**src/rtl/pipelined_instruction_decode_if.sv**
```systemverilog
// Handshake bundle between fetch (master), the decode FIFO (slave) and
// register read. The upstream side carries the instruction word and its
// extension mode. The downstream side carries the decoded head entry.
interface pipelined_instruction_decode_if #(
  parameter int INSTR_WIDTH = 32,
  parameter int OP_BITS     = 6,
  parameter int REG_BITS    = 5,
  parameter int FUNC_BITS   = 6,
  parameter int IMM_BITS    = 16,
  parameter int EXT_WIDTH   = 32,
  parameter int DEPTH       = 2
);
  logic                         in_valid;
  logic                         in_ready;
  logic [INSTR_WIDTH-1:0]       instr;
  logic [1:0]                   ext_sel;
  logic                         out_valid;
  logic                         out_ready;
  logic [OP_BITS-1:0]           opCode;
  logic [REG_BITS-1:0]          rt;
  logic [REG_BITS-1:0]          rs;
  logic [REG_BITS-1:0]          rd;
  logic [REG_BITS-1:0]          shmt;
  logic [FUNC_BITS-1:0]         func;
  logic [IMM_BITS-1:0]          imm;
  logic [EXT_WIDTH-1:0]         imm_ext;
  logic [$clog2(DEPTH+1)-1:0]   count;

  modport master (
    output in_valid, instr, ext_sel, out_ready,
    input  in_ready, out_valid, opCode, rt, rs, rd, shmt, func, imm, imm_ext, count
  );

  modport slave (
    input  in_valid, instr, ext_sel, out_ready,
    output in_ready, out_valid, opCode, rt, rs, rd, shmt, func, imm, imm_ext, count
  );
endinterface

```
**src/rtl/pipelined_instruction_decode.sv**
```systemverilog
// Buffered instruction decoder. Each accepted word is split into its fields
// and its immediate is extended at enqueue, so the FIFO holds fully decoded
// entries. The head entry is presented downstream straight from storage.
// Field order is the team encoding: opcode, rt, rs, rd, shmt, func (MSB->LSB).
module pipelined_instruction_decode #(
  parameter int INSTR_WIDTH = 32,
  parameter int OP_BITS     = 6,
  parameter int REG_BITS    = 5,
  parameter int FUNC_BITS   = 6,
  parameter int IMM_BITS    = 16,
  parameter int EXT_WIDTH   = 32,
  parameter int DEPTH       = 2
) (
  input  logic clock,
  input  logic reset_n,
  input  logic flush,
  pipelined_instruction_decode_if.slave bus
);
  localparam int CW = $clog2(DEPTH + 1);
  localparam int PW = (DEPTH > 1) ? $clog2(DEPTH) : 1;

  typedef struct packed {
    logic [OP_BITS-1:0]   op;
    logic [REG_BITS-1:0]  rt;
    logic [REG_BITS-1:0]  rs;
    logic [REG_BITS-1:0]  rd;
    logic [REG_BITS-1:0]  shmt;
    logic [FUNC_BITS-1:0] func;
    logic [IMM_BITS-1:0]  imm;
    logic [EXT_WIDTH-1:0] imm_ext;
  } entry_t;

  entry_t          mem_q [DEPTH];
  entry_t          mem_d [DEPTH];
  logic [PW-1:0]   wr_ptr_q, wr_ptr_d;
  logic [PW-1:0]   rd_ptr_q, rd_ptr_d;
  logic [CW-1:0]   count_q, count_d;
  logic            full_s, empty_s, push_s, pop_s;
  entry_t          new_s, head_s;

  // Immediate extension: 00 zero, 01 sign, 10 upper, 11 sign then <<2.
  function automatic logic [EXT_WIDTH-1:0] extend_imm(input logic [IMM_BITS-1:0] i,
                                                      input logic [1:0] sel);
    logic [EXT_WIDTH-1:0] sx;
    sx = {{(EXT_WIDTH-IMM_BITS){i[IMM_BITS-1]}}, i};
    case (sel)
      2'b00:   extend_imm = {{(EXT_WIDTH-IMM_BITS){1'b0}}, i};
      2'b01:   extend_imm = sx;
      2'b10:   extend_imm = {i, {(EXT_WIDTH-IMM_BITS){1'b0}}};
      2'b11:   extend_imm = {sx[EXT_WIDTH-3:0], 2'b00};
      default: extend_imm = '0;
    endcase
  endfunction

  // Pointer increment that wraps at DEPTH, valid for any depth.
  function automatic logic [PW-1:0] next_ptr(input logic [PW-1:0] p);
    if (p == PW'(DEPTH - 1)) next_ptr = '0;
    else                     next_ptr = p + PW'(1);
  endfunction

  assign full_s  = (count_q == CW'(DEPTH));
  assign empty_s = (count_q == CW'(0));
  // A full FIFO refuses a push even when a pop happens in the same cycle.
  assign push_s  = bus.in_valid && !full_s;
  assign pop_s   = bus.out_ready && !empty_s;

  // Split the incoming word into fields and extend its immediate.
  always_comb begin
    new_s.op      = bus.instr[INSTR_WIDTH-1 -: OP_BITS];
    new_s.rt      = bus.instr[INSTR_WIDTH-OP_BITS-1 -: REG_BITS];
    new_s.rs      = bus.instr[INSTR_WIDTH-OP_BITS-REG_BITS-1 -: REG_BITS];
    new_s.rd      = bus.instr[INSTR_WIDTH-OP_BITS-2*REG_BITS-1 -: REG_BITS];
    new_s.shmt    = bus.instr[INSTR_WIDTH-OP_BITS-3*REG_BITS-1 -: REG_BITS];
    new_s.func    = bus.instr[FUNC_BITS-1:0];
    new_s.imm     = bus.instr[IMM_BITS-1:0];
    new_s.imm_ext = extend_imm(bus.instr[IMM_BITS-1:0], bus.ext_sel);
  end

  // Next FIFO state; flush wins over both push and pop.
  always_comb begin
    mem_d    = mem_q;
    wr_ptr_d = wr_ptr_q;
    rd_ptr_d = rd_ptr_q;
    count_d  = count_q;
    if (flush) begin
      wr_ptr_d = '0;
      rd_ptr_d = '0;
      count_d  = '0;
    end else begin
      if (push_s) begin
        mem_d[wr_ptr_q] = new_s;
        wr_ptr_d        = next_ptr(wr_ptr_q);
      end else begin
        wr_ptr_d = wr_ptr_q;
      end
      if (pop_s) begin
        rd_ptr_d = next_ptr(rd_ptr_q);
      end else begin
        rd_ptr_d = rd_ptr_q;
      end
      case ({push_s, pop_s})
        2'b10:   count_d = count_q + CW'(1);
        2'b01:   count_d = count_q - CW'(1);
        default: count_d = count_q;
      endcase
    end
  end

  // FIFO state registers; reset clears storage so nothing survives it.
  always_ff @(posedge clock or negedge reset_n) begin
    if (!reset_n) begin
      for (int i = 0; i < DEPTH; i++) mem_q[i] <= '0;
      wr_ptr_q <= '0;
      rd_ptr_q <= '0;
      count_q  <= '0;
    end else begin
      mem_q    <= mem_d;
      wr_ptr_q <= wr_ptr_d;
      rd_ptr_q <= rd_ptr_d;
      count_q  <= count_d;
    end
  end

  // Head entry, forced to zero whenever the FIFO is empty.
  always_comb begin
    if (empty_s) head_s = '0;
    else         head_s = mem_q[rd_ptr_q];
  end

  assign bus.in_ready  = !full_s;
  assign bus.out_valid = !empty_s;
  assign bus.count     = count_q;
  assign bus.opCode    = head_s.op;
  assign bus.rt        = head_s.rt;
  assign bus.rs        = head_s.rs;
  assign bus.rd        = head_s.rd;
  assign bus.shmt      = head_s.shmt;
  assign bus.func      = head_s.func;
  assign bus.imm       = head_s.imm;
  assign bus.imm_ext   = head_s.imm_ext;
endmodule

```
**src/flat_wrapper.sv**
```systemverilog
// flat-port wrapper written by rule: the top's interface ports become plain ports
module pipelined_instruction_decode_flat 
#(
  parameter int INSTR_WIDTH = 32,
  parameter int OP_BITS     = 6,
  parameter int REG_BITS    = 5,
  parameter int FUNC_BITS   = 6,
  parameter int IMM_BITS    = 16,
  parameter int EXT_WIDTH   = 32,
  parameter int DEPTH       = 2
)
  (clock, reset_n, flush, bus_in_valid, bus_instr, bus_ext_sel, bus_out_ready, bus_in_ready, bus_out_valid, bus_opCode, bus_rt, bus_rs, bus_rd, bus_shmt, bus_func, bus_imm, bus_imm_ext, bus_count);
  pipelined_instruction_decode_if #(.INSTR_WIDTH(INSTR_WIDTH), .OP_BITS(OP_BITS), .REG_BITS(REG_BITS), .FUNC_BITS(FUNC_BITS), .IMM_BITS(IMM_BITS), .EXT_WIDTH(EXT_WIDTH), .DEPTH(DEPTH)) bus_i ();
  input  logic clock;
  input  logic reset_n;
  input  logic flush;
  input wire logic [$bits(bus_i.in_valid)-1:0] bus_in_valid;
  input wire logic [$bits(bus_i.instr)-1:0] bus_instr;
  input wire logic [$bits(bus_i.ext_sel)-1:0] bus_ext_sel;
  input wire logic [$bits(bus_i.out_ready)-1:0] bus_out_ready;
  output wire logic [$bits(bus_i.in_ready)-1:0] bus_in_ready;
  output wire logic [$bits(bus_i.out_valid)-1:0] bus_out_valid;
  output wire logic [$bits(bus_i.opCode)-1:0] bus_opCode;
  output wire logic [$bits(bus_i.rt)-1:0] bus_rt;
  output wire logic [$bits(bus_i.rs)-1:0] bus_rs;
  output wire logic [$bits(bus_i.rd)-1:0] bus_rd;
  output wire logic [$bits(bus_i.shmt)-1:0] bus_shmt;
  output wire logic [$bits(bus_i.func)-1:0] bus_func;
  output wire logic [$bits(bus_i.imm)-1:0] bus_imm;
  output wire logic [$bits(bus_i.imm_ext)-1:0] bus_imm_ext;
  output wire logic [$bits(bus_i.count)-1:0] bus_count;
  assign bus_i.in_valid = bus_in_valid;
  assign bus_i.instr = bus_instr;
  assign bus_i.ext_sel = bus_ext_sel;
  assign bus_i.out_ready = bus_out_ready;
  assign bus_in_ready = bus_i.in_ready;
  assign bus_out_valid = bus_i.out_valid;
  assign bus_opCode = bus_i.opCode;
  assign bus_rt = bus_i.rt;
  assign bus_rs = bus_i.rs;
  assign bus_rd = bus_i.rd;
  assign bus_shmt = bus_i.shmt;
  assign bus_func = bus_i.func;
  assign bus_imm = bus_i.imm;
  assign bus_imm_ext = bus_i.imm_ext;
  assign bus_count = bus_i.count;
  pipelined_instruction_decode #(.INSTR_WIDTH(INSTR_WIDTH), .OP_BITS(OP_BITS), .REG_BITS(REG_BITS), .FUNC_BITS(FUNC_BITS), .IMM_BITS(IMM_BITS), .EXT_WIDTH(EXT_WIDTH), .DEPTH(DEPTH)) u_core (.clock(clock), .reset_n(reset_n), .flush(flush), .bus(bus_i));
endmodule
```
**config.mk**
```make
export PLATFORM = sky130hd
export DESIGN_NAME = pipelined_instruction_decode_flat
export DESIGN_NICKNAME = d
export VERILOG_FILES = /design/src/rtl/pipelined_instruction_decode_if.sv /design/src/rtl/pipelined_instruction_decode.sv /design/src/flat_wrapper.sv
export SDC_FILE = /design/constraint.sdc
export NUM_CORES = 1
export LEC_CHECK = 0
export BUFFER_PORTS_ARGS = -buffer_cell sky130_fd_sc_hd__clkbuf_2
export CORE_MARGIN = 2
export CORE_UTILIZATION = 45
export CTS_CLUSTER_SIZE = 25
export DETAILED_ROUTE_END_ITERATION = 7
export PLACE_DENSITY = 0.67
export SKIP_LAST_GASP = 1
export SYNTH_ARGS = -nofsm -noshare
export SYNTH_HDL_FRONTEND = slang
export SYNTH_SLANG_ARGS = --single-unit
```
**constraint.sdc**
```tcl
create_clock -name clock -period 2.5 [get_ports clock]
set_input_delay 0.25 -clock clock [delete_from_list [all_inputs] [get_ports clock]]
set_output_delay 0.25 -clock clock [all_outputs]
set_load 0.02 [all_outputs]
```
After elaboration in Yosys (flattened, before gate mapping)
Cells that the tools add are included.

operators by class
  mux-type cells = 16
  magnitude comparators = 3
  $add $sub $neg = 4
  bitwise logic cells = 3
  equal/unequal tests = 6
  reduce and logical (&&, ||, !) cells = 11

operators by type and width
  cell                 number
  $mux 80              5
  $bwmux 160           1
  $pmux 32 s4          1
  $demux 80 s1         1
  $eq 2x2->1 const B   4
  $mux 1               6
  $eq 2x1->1 const B   2
  $ge 2x2->1 const B   2
  $logic_not 2->1      2
  $not 1->2            2
  $pmux 2 s2           1
  $reduce_bool 2->1    2
  $logic_and 1x1->1    3
  $reduce_bool 3->1    1
  $add 1x1->1 const B  2
  $add 2x1->2 const B  1
  $logic_not 1->1      2
  $lt 2x1->1 const B   1
  $mux 2               1
  $reduce_and 2->1     1
  $sub 2x1->2 const B  1
  $not 1->1            1

word-level totals
  input bits = 39
  output and inout bits = 84
  logic and storage cells = 62
  bits in registers = 164

Depth between registers and ports, before layout
Gate-level depths: netlist of run 1.

  depth in word-level cells = 6
  mapped depth = 6
  mapped depth without buffers = 4

Least setup slack after synthesis of run 1
No wires, ideal clock.

  path kind = register to register
  start point = reg u_core.count_q[0] (netlist: u_core.bus.count[0])
  end point = reg u_core.mem_q[100] in the netlist's numbering
  arrival time = 1814 ps
  buffers on the path = 1
  slack = 561 ps
  library setup time = 125 ps
  clock period less this slack = 1939 ps
  required time = 2375 ps
  stages on the path, launching flop included = 5
  path through = dfrtp_1 > and2b_2 > nor4_4 > buf_6 > mux2_2

between the ends
  cells in the longest elaborated chain, start to end = 4

ends and longest elaborated chain
  item                        RTL line                             RTL
  start: declaration          pipelined_instruction_decode.sv:37   logic [CW-1:0] count_q, count_d;
  start signal: assignment    pipelined_instruction_decode.sv:120  count_q <= count_d;
  $eq 2x2->1                  pipelined_instruction_decode.sv:61   assign full_s = (count_q == CW'(DEPTH));
  $logic_not 1->1             pipelined_instruction_decode.sv:64   assign push_s = bus.in_valid && !full_s;
  $logic_and 1x1->1           pipelined_instruction_decode.sv:64
  $reduce_and 2->1 (no line)  --
  end signal: assignment      pipelined_instruction_decode.sv:117  mem_q <= mem_d;
  end: declaration            pipelined_instruction_decode.sv:33   entry_t mem_q [DEPTH];

Every way passes these cells.
A chain may end at the register's enable or synchronous reset.

Worst setup path after layout of run 1
  start point = reg u_core.rd_ptr_q
  end point = out bus_imm_ext[13]

between the ends
  cells in the longest elaborated chain, start to end = 5

ends and longest elaborated chain
  item                                        RTL line                             RTL
  start: declaration                          pipelined_instruction_decode.sv:36   logic [PW-1:0] rd_ptr_q, rd_ptr_d;
  start signal: assignment                    pipelined_instruction_decode.sv:119  rd_ptr_q <= rd_ptr_d;
  $not 1->2 (not written as such)             pipelined_instruction_decode.sv:127  else head_s = mem_q[rd_ptr_q];
  $mux 80 (not written as such) (3 in a row)  pipelined_instruction_decode.sv:127
  $mux 80                                     pipelined_instruction_decode.sv:126  if (empty_s) head_s = '0;
  end: declaration                            flat_wrapper.sv:30                   output wire logic [$bits(bus_i.imm_ext)-1:0] bus_imm_ext;

Every way passes these cells. The select of a mux whose other input is x is not followed.

==> results of run 1 <==
==> per-stage QoR <==
step                      std cells  hold slack, ns
after detailed placement        763           0.220
after floorplan                 501         -0.0456
after global placement          763           0.209
final                           796          0.0917
after global routing            796          0.0805
after CTS                       796          0.0714
==> final timing paths <==
path | end | slack (ns) | cells past startpoint
worst min-delay path | u_core.mem_q[150] | 0.09 | 2
min in group asynchronous | u_core.mem_q[78] | 0.33 | 2
worst max-delay path | bus_imm_ext[13] | 0.40 | 4
worst min register to register | u_core.mem_q[114] | 0.48 | 1
max in group asynchronous | u_core.mem_q[38] | 1.28 | 3
worst max register to register | u_core.mem_q[86] | 0.60 | 4
==> area by class of cell <==
class / count / area share [%]
inverter: 10 / 0.485
timing repair buffer: 131 / 9.64
tap: 180 / 2.91
clock inverter: 13 / 2.94
sequential: 132 / 42.7
clock buffer: 19 / 5.85
multi-input combinational: 311 / 35.4
==> registers in the layout, summed over array words and instances (netlist names) <==
signal,flops
u_core.mem_q,128
u_core.bus.count,2
u_core.rd_ptr_q,1
u_core.wr_ptr_q,1
==> placed cells by master (no fill, tap or decap), drive strengths merged, types with 2 or more instances in the layout <==
master | Yosys | final
a21o | 15 | 15
a21oi | 4 | 4
a22o | 13 | 13
a22oi | 2 | 2
and2 | 2 | 2
buf | 34 | 9
bufinv | 0 | 6
clkbuf | 14 | 140
clkinv | 0 | 4
clkinvlp | 0 | 2
dfrtp | 132 | 132
inv | 10 | 11
mux2 | 123 | 123
mux2i | 71 | 71
nor2 | 66 | 66
nor2b | 3 | 3
o21ai | 3 | 3
==> logic make-up after synthesis <==
| kind of cell | Yosys count | share of synthesized area (%) |
|---|---|---|
| XOR/XNOR | 1 | 0.137 |
| AND/OR/NAND/NOR | 78 | 5.44 |
| multiplexers | 194 | 32.9 |
| AO/OA/AOI/OAI | 38 | 4.45 |
| flip-flops | 132 | 51.8 |
| buffers and inverters | 58 | 5.30 |
==> what timing repair did <==
action | CTS | global route
buffers inserted | 0 | 0
gates resized for setup | 0 | 0
hold endpoints to repair | 31 | 0
hold buffers | 1 | 0
==> report_power, final <==
part | total, mW | internal (mW) | switching, mW | leakage [nW]
clock | 2.81 | 1.92 | 0.892 | 0.329
combinational | 1.53 | 0.733 | 0.793 | 1.72
sequential | 2.91 | 2.66 | 0.255 | 1.62
==> routing by layer <==
metal	track usage [%]	up-vias	routed length, um
met5	0	-	0
met4	7.03	0	208
met3	4.15	15	555
met2	32.7	99	6860
met1	25.1	2146	6290
li1	-	1945	-
==> flow_summary.toml, run 1 <==
[cells_and_area]
multi_input_area_mm2 = 0.00274
regArea_mm2 = 0.00331
drive_above_1_share_pct = 46.6
final_cell_area_mm2 = 0.00774
fillers = 1188
nets = 642
num_antenna_cells = 0
syn2layout_area_growth_pct = 21.4
fin_util_pct = 55.8

[setup_path]
start_kind = "flip-flop"
critPathBufInv = 2
crit_chain = "buf_4 > mux2i_1 > nor2_1 > clkbuf_2"
r2r_start = "u_core.bus.count[0]"
crit_slowest_cell = "dfrtp_4"
required_ns = 2.25
worstSetupStartpoint = "u_core.rd_ptr_q"
cpPeakStageDelay_ns = 0.42
critical_path_class = "reg -> out"
path_max_fanout = 25
crit_path_end_kind = "output port"
crit_family = "buffers and inverters"
cp.arrival_ns = 1.85

[timing]
hold_viol = 0
fin_crit_ns = 2.10
finalSetupViolations = 0
timing.final.ws_setup_ns = 0.399
tns_ns = 0
slew_headroom_pct = 47.5
finalClockSkew_ns = 0.00552
rsz0062_at_grt = "false"
worst_slew_pin_slew_ns = 0.787
slew_violations = 0
max_freq_ghz = 0.476
period_share_pct = 84.1

[floorplanning]
initial_utilization_pct = 45.9
die_w_um = 123
die_y_um = 123
dieArea_mm2 = 0.0151
ios = 123
rows = 43
core_mm2 = 0.0139

[drt]
drtIter0Drc = 214
avgViaCountPerCell = 5.28
drt-pass1-iter-count = 4
wl_per_cell_um = 17.5
postRouteAntennaNets = 0
post-route-drc-count = 0
vias = 4205
drt-total-wl_um = 13900

[synth]
synth_common_cells = "132 x dfrtp_1, 119 x mux2_2, 71 x mux2i_1"
yosys.area.top_type_share_pct = 51.8
synth_area_mm2 = 0.00638
ys_types = 26
syn_inst = 501
synthArstFlopShare_pct = 100
seq_area_frac_synth_pct = 51.8
synth_ff_type = "dfrtp_1"
synth.most_common_cell = "dfrtp_1"
synth.area.top_cells = "dfrtp_1 52%, mux2_2 21%, mux2i_1 11%"
avgSynthCellArea_um2 = 12.7
ys_ff_latch = 132
synth_nets = 540
synth_largest_area_cell = "dfrtp_1"
yosysWarnings = 0
synth_edf_count = 0

[clock_network]
numCtsBuffers = 17
cts_tree = "yes"
clk_path_buf_depth = 2
cts_root_buffer = "clkbuf_16"
clkLatencyLatePin_ns = 0.40
cts.htree.levels = 4
path_clk_slew_ns = 0.06
cts.sinks = 132

[flow_run]
max_cap_viol_count = 0

[global_route]
track_usage_pct = 19.5
overflow = 0
grt_antenna_before_repair = 0
grt_max_degree = 66
grt_pass1_vias = 4360
grt_pass1_wl_um = 22500

[worst_hold_path]
hp-class = "in -> reg"
hp-start = "bus_instr[22]"

[placed_design]
dp_hpwl_um = 9200
place_ws_ns = 0.625
place.gp.congestion = 0.737
placed_cell_area_mm2 = 0.00705
io_buffers = 122

[power]
power_density_mw_per_mm2 = 937
ir_worst_vdd_mv = 0.527
leakage_nw = 3.66
totalPowerFinal_mw = 7.25

[outcome]
status = "finished clean"
No activity file was read; power rests on OpenSTA's default activity.
==> run 2, diff against run 1 <==
--- a/config.mk
+++ b/config.mk
@@ -5,6 +5,7 @@
 export SDC_FILE = /design/constraint.sdc
 export NUM_CORES = 1
 export LEC_CHECK = 0
+export ABC_AREA = 1
 export BUFFER_PORTS_ARGS = -buffer_cell sky130_fd_sc_hd__clkbuf_2
 export CORE_MARGIN = 2
 export CORE_UTILIZATION = 45
==> constraint.sdc (replaced) <==
create_clock -name clock -period 2 [get_ports clock]
set_input_delay 0.2 -clock clock [delete_from_list [all_inputs] [get_ports clock]]
set_output_delay 0.2 -clock clock [all_outputs]
set_load 0.02 [all_outputs]
==> flow_summary.toml, run 2 <==
[outcome]
status = "finished clean"

[placed_design]
io_buffers = 122
dp_hpwl_um = 10300
place.gp.congestion = 0.794
dpl.cell_count = 1035
placed_cell_area_mm2 = 0.00692
place_ws_ns = 0.334

[cells_and_area]
drive_above_1_share_pct = 21.4
fillers = 1306
num_antenna_cells = 0
multi_input_area_mm2 = 0.00231
largest-register = "u_core.mem_q"
largest_reg_flops = 128
final_cell_area_mm2 = 0.00755
regArea_mm2 = 0.00331
final_cells = 1070
final_common_cell = "nand2_1"
mostFrequentLayoutCells = "271 x nand2_1, 130 x dfrtp_1, 121 x clkbuf_2"
syn2layout_area_growth_pct = 21.4
nets = 921

[synth]
synthAdderAreaFrac_pct = 0
avgSynthCellArea_um2 = 7.91
synth-simple-area-share_pct = 18.0
synth.most_common_cell = "nand2_1"
synthXorXnorAreaFrac_pct = 0
synthArstFlopShare_pct = 100
ys_ff_latch = 132
yosys.area.top_type_share_pct = 53.1
synth_mux_area_share_pct = 0
synth.area.top_cells = "dfrtp_1 53%, nand2_1 16%, o21ai_0 6.5%"
synth_ff_type = "dfrtp_1"
synth_edf_count = 0
synth_common_cells = "271 x nand2_1, 132 x dfrtp_1, 81 x o21ai_0"
synth_top_family_by_area = "compound AO/OA/AOI/OAI gates"
yosysWarnings = 0
synth_largest_area_cell = "dfrtp_1"
synth_nets = 826
synth_area_mm2 = 0.00622
synth_compound_area_share_pct = 18.6
syn_inst = 787
ys_types = 21
seq_area_frac_synth_pct = 53.1

[timing]
worst_slew_pin_slew_ns = 0.486
finalSetupViolations = 0
max_freq_ghz = 0.506
slew_headroom_pct = 67.5
fin_crit_ns = 1.98
timing.final.ws_setup_ns = 0.0246
hold_viol = 0
rsz0062_at_grt = "true"
period_share_pct = 98.8
finalClockSkew_ns = 0.00528
slew_violations = 0

[floorplanning]
die_w_um = 122
rows = 42
die_y_um = 122
initial_utilization_pct = 46.6
ios = 123
core_mm2 = 0.0133
dieArea_mm2 = 0.0148

[global_route]
grt_pass1_wl_um = 25400
grt_max_degree = 103
grt_antenna_before_repair = 0
track_usage_pct = 22.1
overflow = 0
grt_pass1_vias = 4937

[drt]
drtIter0Drc = 500
postRouteAntennaNets = 0
wl_per_cell_um = 14.6
drt-total-wl_um = 15600
drt-pass1-iter-count = 5
vias = 5435
post-route-drc-count = 0
avgViaCountPerCell = 5.08

[clock_network]
numCtsBuffers = 17
cts.htree.levels = 4
cts.sinks = 132
clkLatencyLatePin_ns = 0.41
cts_tree = "yes"
clk_path_buf_depth = 2
cts_root_buffer = "clkbuf_16"
path_clk_slew_ns = 0.05

[setup_path]
cp.arrival_ns = 1.78
start_kind = "flip-flop"
crit_path_end_kind = "output port"
required_ns = 1.80
critical_path_class = "reg -> out"
path_max_fanout = 7

[power]
ir_worst_vdd_mv = 0.642
leakage_nw = 3.83
power_density_mw_per_mm2 = 1220
totalPowerFinal_mw = 9.19

[worst_hold_path]
hp-class = "in -> reg"

[flow_run]
max_cap_viol_count = 0
run 2: cell types whose count changed in the layout (fill, tap and decap cells not counted), moves of 13 or more:
cell	before	now
mux2i_1	71	0
mux2_2	119	0
inv_1	10	70
nand2_1	0	271
o21ai_1	0	59
o22ai_1	0	15
o21ai_0	3	81
a22o_1	13	0
a21oi_1	4	60
a21o_1	15	0
nor2_1	65	9
run 2: metal layers:
metal	wire, um	part of all wire (%)	global-route usage [%]	vias up
met5	0	0	0	-
met4	225	1.4	7.69	0
met3	887	5.7	3.89	16
met2	7110	46	32.8	171
met1	7380	47	32.9	2555
li1	-	-	-	2693
run 2: through the flow:
stage / hold WS, ns / utilization (%) / setup TNS (ns)
after floorplan: -0.0956 / - / 0
after global placement: 0.119 / 51.8 / 0
after detailed placement: 0.119 / 51.8 / 0
after CTS: 0.00910 / 56.1 / -0.000742
after global routing: 0.0421 / 56.6 / -0.0523
final: 0.0254 / 56.6 / 0
run 2: final timing paths:
check                      depth (start not counted)  slack (ns)                 from           endpoint
min reg2reg                                        2        0.47     u_core.mem_q[81]   u_core.mem_q[81]
max in group asynchronous                          3        1.12              reset_n    u_core.rd_ptr_q
max                                                5        0.02  u_core.bus.count[0]        bus_imm[14]
max reg2reg                                        8        0.26  u_core.bus.count[0]   u_core.mem_q[99]
min in group asynchronous                          2        0.22              reset_n  u_core.mem_q[157]
min                                                3        0.03        bus_instr[20]   u_core.mem_q[68]
run 2: cells by family after synthesis:
family,Yosys count
AO/OA/AOI/OAI,225
buffers and inverters,141
flip-flops,132
AND/OR/NAND/NOR,289
run 2: repair_timing:
item | 4_1_cts | 5_1_grt
buffers inserted | 0 | 3
gates resized for setup | 1 | 8
endpoints found under the setup margin | 43 | 52
pin swaps | 1 | 1
hold endpoints to repair | 21 | 0
hold buffers | 1 | 0
run 2: power breakdown:
group / internal [mW] / switching [mW]
registers: 3.44 / 0.406
clock network: 1.84 / 1.07
logic: 0.879 / 1.56
total: 6.15 / 3.03
run 2: area by class of cell:
| cell class | instances | area share (%) |
|---|---|---|
| Timing Repair Buffer | 143 | 11.6 |
| Clock buffer | 28 | 7.24 |
| Inverter | 74 | 3.78 |
| Clock inverter | 3 | 0.199 |
| Tap cell | 176 | 2.92 |
| Multi-Input combinational cell | 514 | 30.5 |
| Sequential cell | 132 | 43.8 |
run 2: critical path: stages (launching register included):
cell and delay (ns):
dfrtp_1 0.48, nor2_4 0.06, buf_12 0.15, buf_4 0.13
a21oi_1 0.30, clkbuf_2 0.25
==> run 3, diff against run 2 <==
--- a/config.mk
+++ b/config.mk
@@ -5,7 +5,8 @@
 export SDC_FILE = /design/constraint.sdc
 export NUM_CORES = 1
 export LEC_CHECK = 0
-export ABC_AREA = 1
+export ABC_AREA = 0
+export ABC_CLOCK_PERIOD_IN_PS = 2000
 export BUFFER_PORTS_ARGS = -buffer_cell sky130_fd_sc_hd__clkbuf_2
 export CORE_MARGIN = 2
 export CORE_UTILIZATION = 45
==> flow_summary.toml, run 3 (same netlist as run 1, synthesis figures left out) <==
[global_route]
grt_pass1_vias = 4394
track_usage_pct = 19.8
grt_antenna_before_repair = 0
grt_pass1_wl_um = 22700
grt_max_degree = 66
overflow = 0

[setup_path]
cpPeakStageDelay_ns = 0.57
critical_path_class = "reg -> out"
crit_chain = "buf_12 > mux2i_1 > nor2_1 > clkbuf_2"
r2r_cells = 5
critPathBufInv = 2
crit_slowest_cell = "dfrtp_4"
r2r_start = "u_core.bus.count[0]"
cp.arrival_ns = 1.74
required_ns = 1.80
crit_path_end_kind = "output port"
r2r_end = "u_core.mem_q[7]"
start_kind = "flip-flop"
reg2reg_slack_ns = 0.23
path_max_fanout = 23
crit_family = "flip-flops"

[power]
p_sw_mw = 2.44
internal_power_mw = 6.62
power_frac_seq_pct = 40.4
clkPwrFrac_pct = 38.1
ir_worst_vdd_mv = 0.614
power_density_mw_per_mm2 = 1150
p_comb_share_pct = 21.6
switching_share_pct = 26.9
leakage_nw = 3.73

[floorplanning]
die_w_um = 123
die_y_um = 123
dieArea_mm2 = 0.0151
ios = 123
rows = 43
initial_utilization_pct = 45.9
core_mm2 = 0.0139

[timing]
hold_viol = 0
max_freq_ghz = 0.515
slew_violations = 0
fin_crit_ns = 1.94
finalSetupViolations = 0
worst_slew_pin_slew_ns = 0.793
finalClockSkew_ns = 0.00487
rsz0062_at_grt = "false"
slew_headroom_pct = 47.1
period_share_pct = 97.1
tns_ns = 0

[clock_network]
cts.htree.levels = 4
cts_root_buffer = "clkbuf_16"
path_clk_slew_ns = 0.06
clk_path_buf_depth = 2
cts.sinks = 132
cts_tree = "yes"
clkLatencyLatePin_ns = 0.42
numCtsBuffers = 17

[worst_hold_path]
holdPathStages = 2
hp-class = "in -> reg"
hold_path_end = "u_core.mem_q[78]"
hp-start = "bus_instr[30]"

[drt]
post-route-drc-count = 0
avgViaCountPerCell = 5.29
drt-pass1-iter-count = 4
drtIter0Drc = 219
vias = 4270
wl_per_cell_um = 17.6
drt-total-wl_um = 14200
postRouteAntennaNets = 0

[placed_design]
dpl.cell_count = 769
dp_hpwl_um = 9530
place.gp.congestion = 0.790
io_buffers = 122

[cells_and_area]
final_common_cell = "dfrtp_1"
syn2layout_area_growth_pct = 23.5
drive_above_1_share_pct = 47.2
final_cells = 807
largest_reg_flops = 128
nets = 653
largest-register = "u_core.mem_q"
mostFrequentLayoutCells = "131 x dfrtp_1, 121 x clkbuf_2, 119 x mux2_2"
num_antenna_cells = 0

[outcome]
status = "finished clean"

[flow_run]
max_cap_viol_count = 0
## run 3: cell types whose count changed in the layout (fill, tap and decap cells not counted), sizes merged, moves of 13 or more
cell | before | now
o22ai | 15 | 0
nor2 | 11 | 66
a21oi | 66 | 4
mux2i | 0 | 71
nand2 | 273 | 0
a22o | 0 | 13
mux2 | 0 | 123
o21ai | 144 | 3
inv | 72 | 10
a21o | 0 | 15
## run 3: worst max-delay path by stage
stage,endpoint,from,cells after the start
2_1_floorplan,u_core.mem_q[100],u_core.bus.count[0],4
3_3_place_gp,u_core.mem_q[22],u_core.bus.count[0],5
3_5_place_dp,u_core.mem_q[17],u_core.bus.count[0],5
4_1_cts,bus_imm[4],u_core.rd_ptr_q,4
5_1_grt,bus_imm[1],u_core.rd_ptr_q,4
6_report,bus_rd[2],u_core.rd_ptr_q,4
## run 3: area by class of cell
type,count,area [um^2]
clock buffer,23,488
inverter,10,37.5
clock inverter,9,173
sequential,132,3310
timing repair buffer,142,898
fill,1139,6010
tap,180,225
multi-input combinational,311,2750
## run 3: worst register-to-register path, stage by stage (launching register included)
cell and delay [ns]:
dfrtp_1 0.37, and2b_2 0.26, inv_1 0.08, nand4b_1 0.15, buf_12 0.31, mux2_2 0.49
## run 3: per-stage QoR
step / total power [mW] / setup WS (ns) / cell area (um^2) / utilization, % / hold WS, ns
after floorplan: 5.03 / 0.0608 / 6380 / - / -0.0956
after global placement: 5.55 / 0.305 / 7140 / 51.5 / 0.0366
after detailed placement: 5.65 / 0.265 / 7140 / 51.5 / 0.0358
after CTS: 9.14 / 0.00787 / 7850 / 56.5 / 0.0154
after global routing: 9.48 / 0.000323 / 7870 / 56.7 / 0.0219
final: 9.06 / 0.0587 / 7870 / 56.7 / 0.0292
## run 3: per-layer routing
layer  vias up  share of wire (%)  GRT usage [%]
met4         0                1.6           7.17
met2        93                 50           33.0
li1       1958                  -              -
met5         -                  0              0
met3        17                3.8           4.47
met1      2202                 45           25.5
## run 3: what timing repair did
action                                  CTS  global route
setup buffers                             3             0
resized for setup                         0             1
endpoints found under the setup margin    6             3
gates cloned                              0             1
hold buffers                              2             0
hold endpoints to repair                133             0
## run 3: power groups by stage
stage / clock network [mW] / registers [mW] / logic [mW]
after floorplan: 0 / 3.59 / 1.44
after global placement: 0 / 3.66 / 1.89
after detailed placement: 0 / 3.70 / 1.95
after CTS: 3.51 / 3.65 / 1.98
after global routing: 3.62 / 3.73 / 2.13
final: 3.45 / 3.66 / 1.95
